### config.mk
export PLATFORM = sky130hd
export DESIGN_NAME = uart_tx_framer
export DESIGN_NICKNAME = d
export VERILOG_FILES = /design/src/rtl/uart_tx_framer.sv
export SDC_FILE = /design/constraint.sdc
export NUM_CORES = 1
export LEC_CHECK = 0
export CAP_MARGIN = 20
export CORE_AREA = 2 2 82 84
export CTS_CLUSTER_DIAMETER = 150
export DETAILED_ROUTE_END_ITERATION = 8
export DIE_AREA = 0 0 84 86
export GPL_ROUTABILITY_DRIVEN = 1
export PLACE_DENSITY = 0.67
export SLEW_MARGIN = 5
export SYNTH_ARGS = -nofsm -noshare
export SYNTH_HDL_FRONTEND = slang
export SYNTH_SLANG_ARGS = --single-unit
### constraint.sdc
create_clock -name clk -period 5.75 [get_ports clk]
set_input_delay 1.4375 -clock clk [delete_from_list [all_inputs] [get_ports clk]]
set_output_delay 1.4375 -clock clk [all_outputs]
set_load 0.05 [all_outputs]
### src/rtl/uart_tx_framer.sv
`default_nettype none
// ============================================================================
// Module   : uart_tx_framer
// Purpose  : Serial transmit framer. It accepts one byte per valid/ready
//            handshake and sends it as a start bit, 7 or 8 data bits (LSB
//            first), an optional parity bit, and then 1 or 2 stop bits.
//            The bit period comes from a down-counter on the system clock.
// Ports    : clk, rst (async, active-high)
//            bd_rate[1:0] - selects the bit period (DIV0..DIV3 clocks)
//            dnum         - 0: 7 data bits, 1: 8 data bits
//            snum         - 0: 1 stop bit,  1: 2 stop bits
//            par[1:0]     - 00/11 none, 01 odd, 10 even
//            din[7:0], din_valid, din_ready - byte input handshake
//            dout         - serial line, idles high
//            tx_busy      - a frame is in progress
//            tx_done      - one-cycle pulse in the first idle cycle
// Revision : 1.0 - initial release
// ============================================================================
module uart_tx_framer #(
    parameter int DIV0 = 5208,
    parameter int DIV1 = 2604,
    parameter int DIV2 = 1302,
    parameter int DIV3 = 434
) (
    input  logic       clk,
    input  logic       rst,
    input  logic [1:0] bd_rate,
    input  logic       dnum,
    input  logic       snum,
    input  logic [1:0] par,
    input  logic [7:0] din,
    input  logic       din_valid,
    output logic       din_ready,
    output logic       dout,
    output logic       tx_busy,
    output logic       tx_done
);

    // The counter must be wide enough for the largest divisor.
    localparam int c_MAX01  = (DIV0 > DIV1) ? DIV0 : DIV1;
    localparam int c_MAX23  = (DIV2 > DIV3) ? DIV2 : DIV3;
    localparam int c_MAXDIV = (c_MAX01 > c_MAX23) ? c_MAX01 : c_MAX23;
    localparam int c_CW     = $clog2(c_MAXDIV + 1);

    localparam logic [c_CW-1:0] c_ONE = c_CW'(1);

    localparam logic [2:0] c_IDLE   = 3'd0;
    localparam logic [2:0] c_START  = 3'd1;
    localparam logic [2:0] c_DATA   = 3'd2;
    localparam logic [2:0] c_PARITY = 3'd3;
    localparam logic [2:0] c_STOP   = 3'd4;

    logic [2:0]      r_state;
    logic [c_CW-1:0] r_cnt;
    logic [c_CW-1:0] r_div;
    logic [7:0]      r_data;
    logic [2:0]      r_idx;
    logic            r_dnum;
    logic            r_snum;
    logic            r_par_en;
    logic            r_par_bit;
    logic            r_stop_idx;
    logic            r_dout;
    logic            r_ready;
    logic            r_busy;
    logic            r_done;

    logic [c_CW-1:0] w_div_sel;
    logic            w_xor;
    logic [2:0]      w_next_idx;
    logic [2:0]      w_last_idx;

    always_comb begin
        w_div_sel = c_CW'(DIV0);
        case (bd_rate)
            2'b00:   w_div_sel = c_CW'(DIV0);
            2'b01:   w_div_sel = c_CW'(DIV1);
            2'b10:   w_div_sel = c_CW'(DIV2);
            default: w_div_sel = c_CW'(DIV3);
        endcase
    end

    // Parity covers only the bits that actually go on the line.
    assign w_xor      = dnum ? (^din) : (^din[6:0]);
    assign w_next_idx = r_idx + 3'd1;
    assign w_last_idx = r_dnum ? 3'd7 : 3'd6;

    always_ff @(posedge clk or posedge rst) begin
        if (rst) begin
            r_state    <= c_IDLE;
            r_cnt      <= '0;
            r_div      <= '0;
            r_data     <= '0;
            r_idx      <= '0;
            r_dnum     <= 1'b0;
            r_snum     <= 1'b0;
            r_par_en   <= 1'b0;
            r_par_bit  <= 1'b0;
            r_stop_idx <= 1'b0;
            r_dout     <= 1'b1;
            r_ready    <= 1'b1;
            r_busy     <= 1'b0;
            r_done     <= 1'b0;
        end else begin
            r_done <= 1'b0;
            case (r_state)
                c_IDLE: begin
                    r_dout <= 1'b1;
                    if (din_valid && r_ready) begin
                        r_data     <= din;
                        r_dnum     <= dnum;
                        r_snum     <= snum;
                        r_par_en   <= (par == 2'b01) || (par == 2'b10);
                        // Odd mode inverts the data XOR so the total is odd.
                        r_par_bit  <= (par == 2'b01) ? ~w_xor : w_xor;
                        r_div      <= w_div_sel;
                        r_cnt      <= w_div_sel - c_ONE;
                        r_idx      <= '0;
                        r_stop_idx <= 1'b0;
                        r_state    <= c_START;
                        r_dout     <= 1'b0;
                        r_ready    <= 1'b0;
                        r_busy     <= 1'b1;
                    end
                end
                default: begin
                    if (r_cnt != '0) begin
                        r_cnt <= r_cnt - c_ONE;
                    end else begin
                        // Bit boundary: reload the period for the next bit.
                        r_cnt <= r_div - c_ONE;
                        case (r_state)
                            c_START: begin
                                r_state <= c_DATA;
                                r_idx   <= '0;
                                r_dout  <= r_data[0];
                            end
                            c_DATA: begin
                                if (r_idx == w_last_idx) begin
                                    if (r_par_en) begin
                                        r_state <= c_PARITY;
                                        r_dout  <= r_par_bit;
                                    end else begin
                                        r_state <= c_STOP;
                                        r_dout  <= 1'b1;
                                    end
                                end else begin
                                    r_idx  <= w_next_idx;
                                    r_dout <= r_data[w_next_idx];
                                end
                            end
                            c_PARITY: begin
                                r_state <= c_STOP;
                                r_dout  <= 1'b1;
                            end
                            c_STOP: begin
                                if (r_snum && !r_stop_idx) begin
                                    r_stop_idx <= 1'b1;
                                end else begin
                                    r_state <= c_IDLE;
                                    r_dout  <= 1'b1;
                                    r_ready <= 1'b1;
                                    r_busy  <= 1'b0;
                                    r_done  <= 1'b1;
                                end
                            end
                            default: begin
                                // Unreachable encodings recover to idle.
                                r_state <= c_IDLE;
                                r_dout  <= 1'b1;
                                r_ready <= 1'b1;
                                r_busy  <= 1'b0;
                            end
                        endcase
                    end
                end
            endcase
        end
    end

    assign dout      = r_dout;
    assign din_ready = r_ready;
    assign tx_busy   = r_busy;
    assign tx_done   = r_done;

endmodule
`default_nettype wire

==> summary.md <==
| Metric | Value |
|---|---|
| Status | completed |
| Clk slew on worst S/H paths | 0.10 ns |
| Drt wl/cell | 16.5 um |
| Area share of the leading cell type in the synthesized netlist | 38.9% |
| Top-Level Pins | 21 |
| Pin count of the biggest net entering global routing | 46 |
| Worst EP required | 5.95 ns |
| CTS Buf Count | 5 |
| Clk buf depth | 2 |
| Register-to-register setup slack | 2.34 ns |
| R2R Path End | r_cnt[10] |
| Post-CTS resize count | 0 |
| Setup TNS | 0 ns |
| Startpoint types | register |
| Die Area | 0.00722 sq mm |
| Clk sink count | 45 |
| Worst Setup EP | r_cnt[10] |
| RR Startpoint | r_cnt[5] |
| Post-CTS setup buffer count | 0 |
| Number of synthesized flops with an enable pin | 0 |
| CTS tree | built |
| Vias in the first global route | 2236 |
| Initial DRC count | 302 |
| H-tree Lvls | 2 |
| LEAKAGE | 0.00134 uW |
| Largest area contributor in the netlist | dfrtp_1 |
| Number of distinct library cells after synthesis | 56 |
| Final period util | 59.3% |
| ANT nets after route | 0 |
| Initial antenna violation count | 0 |
| Met3 usage | 3.27% |
| Met2 Track Usage GR | 28.6% |
| Final hold viol count | 0 |
| # diodes | 0 |
| Worst Skew | 0.0138 ns |
| Syn-to-layout area delta | 13.3% |
| F_max | 293 MHz |
| Worst VDD drop | 0.0000998 V |
| DIE WIDTH | 84 um |
| Clk_lat worst skew | 0.31 ns |
| Root Driver | clkbuf_8 |
| Hold WC Path Type | register to register |
| Site Rows | 29 |
| GRT Total Usage | 19.2% |
| Max FO, Critical Path | 10 |
| Syn_nets | 324 |
| WHS Path Cells | 2 |
| CTS Hold Bufs | 0 |
| Slew Limit Fails | 0 |
| Synth top cells by count | 43 x dfrtp_1, 24 x nand2_1, 24 x nor2_1, 17 x nor3_1 |
| Mapped Cells | 299 |
| Worst setup path start | r_cnt[5] |
| GR met1 Demand/Resource | 28.7% |
| DRC violations left | 0 |
| Max Cap Violations | 0 |
| Critical path arrival | 3.62 ns |
| Syn Std Cell Area | 0.00276 sq mm |
| Via density | 6.05 |
| Layout net count | 340 |
| Ys flop type | dfrtp_1 |
| Reg2Reg Depth | 10 |
| Yosys warns | 0 |
| Hold path startpoint | r_par_bit |
| Final wirelength | 6500 um |
| First-pass GRT wire length | 11200 um |
| Starting Density | 44.0% |
| CP Class | register to register |
| CORE AREA | 0.00628 sq mm |
| DP Worst Slack | 2.38 ns |
| Hpwl dp | 4550 um |
| Top Usage Layer GRT | met1 |
| Worst setup EP type | register |
| Post-route minimum period | 3.41 ns |
| Mean post-synth cell area | 9.24 sq um |
| Max-Slew Margin vs Limit | 57.5% |
| Pwr dens | 180 mW/mm^2 |
| Unrepaired setup endpoints after global routing | false |
| Die Y-Extent | 86 um |
| Yosys reg bits | 45 |
| Setup violators final | 0 |
| Vias | 2377 |
| Grt ovf | 0 |
| Count leader, synth | dfrtp_1 |
| Seq/Total Area, Yosys | 40.8% |
| Slew at the pin closest to its max-slew limit | 0.632 ns |
| # port buffers | 20 |
| Power Total | 564 uW |
| Post-synth ARST share | 100% |
| Ratio of cells with drive above 1 in the final layout | 13.6% |
| RD Place Congestion | 0.943 |
| Setup WS post-layout | 2.34 ns |
| Largest cells by area after synthesis | dfrtp_1 39%, mux2_2 5.7%, ha_1 3.6% |
| Drt pass-1 iters | 4 |
[worst min path at each step]
stage | endpoint | slack [ns]
2_1_floorplan | r_par_bit | 0.45
3_3_place_gp | r_par_bit | 0.47
3_5_place_dp | r_par_bit | 0.48
4_1_cts | r_par_bit | 0.50
5_1_grt | r_par_bit | 0.52
6_report | r_par_bit | 0.49
[power breakdown]
part	switching [uW]	internal (uW)	leakage [uW]
Clock	120	85.9	0.0000374
Sequential	0	316	0.000570
Combinational	20.7	21.5	0.000732
Total	140	424	0.00134
[critical path, cell delays in order, from the launching register on]
cell and delay [ns]:
dfrtp_1 0.43, or3_1 0.51, or4_4 0.60, nor2_1 0.41
a21oi_1 0.16, ha_1 0.26, or4b_2 0.25, nor2_1 0.08
o311a_1 0.17, mux2i_1 0.14, a211o_1 0.29
[sequential cells by signal, indices dropped and copies added (netlist names), 3 cells and up]
register and flops:
r_cnt 13, r_div 9, r_data 8, r_idx 3, r_state 3
[metrics by stage]
stage	util (%)	std cells	cell area [sq um]	hold WS, ns
after floorplan	-	299	2760	0.450
after global placement	48.2	384	3020	0.466
after detailed placement	48.2	384	3020	0.482
after CTS	49.6	392	3110	0.504
after global routing	49.9	393	3130	0.523
final	49.9	393	3130	0.492
[cell families after synthesis]
| family | after synthesis | share of synthesized area (%) |
|---|---|---|
| multiplexers | 18 | 8.06 |
| XOR/XNOR | 12 | 3.80 |
| AND/OR/NAND/NOR | 112 | 21.2 |
| adder cells (fa/ha/maj) | 8 | 3.62 |
| AO/OA/AOI/OAI | 74 | 18.0 |
| flip-flops | 45 | 40.8 |
| buffers and inverters | 30 | 4.44 |
[area by class of cell]
class,count,area [sq um]
Multi-Input combinational cell,224,1510
Fill cell,609,3150
Clock buffer,6,72.6
Tap cell,77,96.3
Sequential cell,45,1130
Inverter,13,48.8
Clock inverter,2,15.0
Timing Repair Buffer,26,258
[routing by layer]
layer / vias to the layer above / wire [um]
met4: 0 / 82
met3: 9 / 430
met1: 1143 / 3100
met5: - / 0
met2: 91 / 2890
li1: 1134 / -
[layout by cell type (no fill, tap or decap), drive strengths merged, types with 3 or more instances in the layout]
master         netlist  final
or3                  7      7
or4                  3      3
inv                 13     13
nor4                 3      3
nand4                3      3
o22ai                5      5
o211ai               4      4
ha                   8      8
nor3                17     17
buf                  3      6
a31oi               13     13
a21oi               14     14
nand2               24     24
xnor2               11     11
nand3                9      9
o21ai               12     12
or2                  5      5
nor2b                3      3
mux2                14     14
clkbuf              14      6
dfrtp               43     43
clkdlybuf4s50        0     20
nor2                24     24
o31ai                4      4
a41oi                3      3
a21o                 3      3
Note: power is estimated with default switching activity, not from simulation.
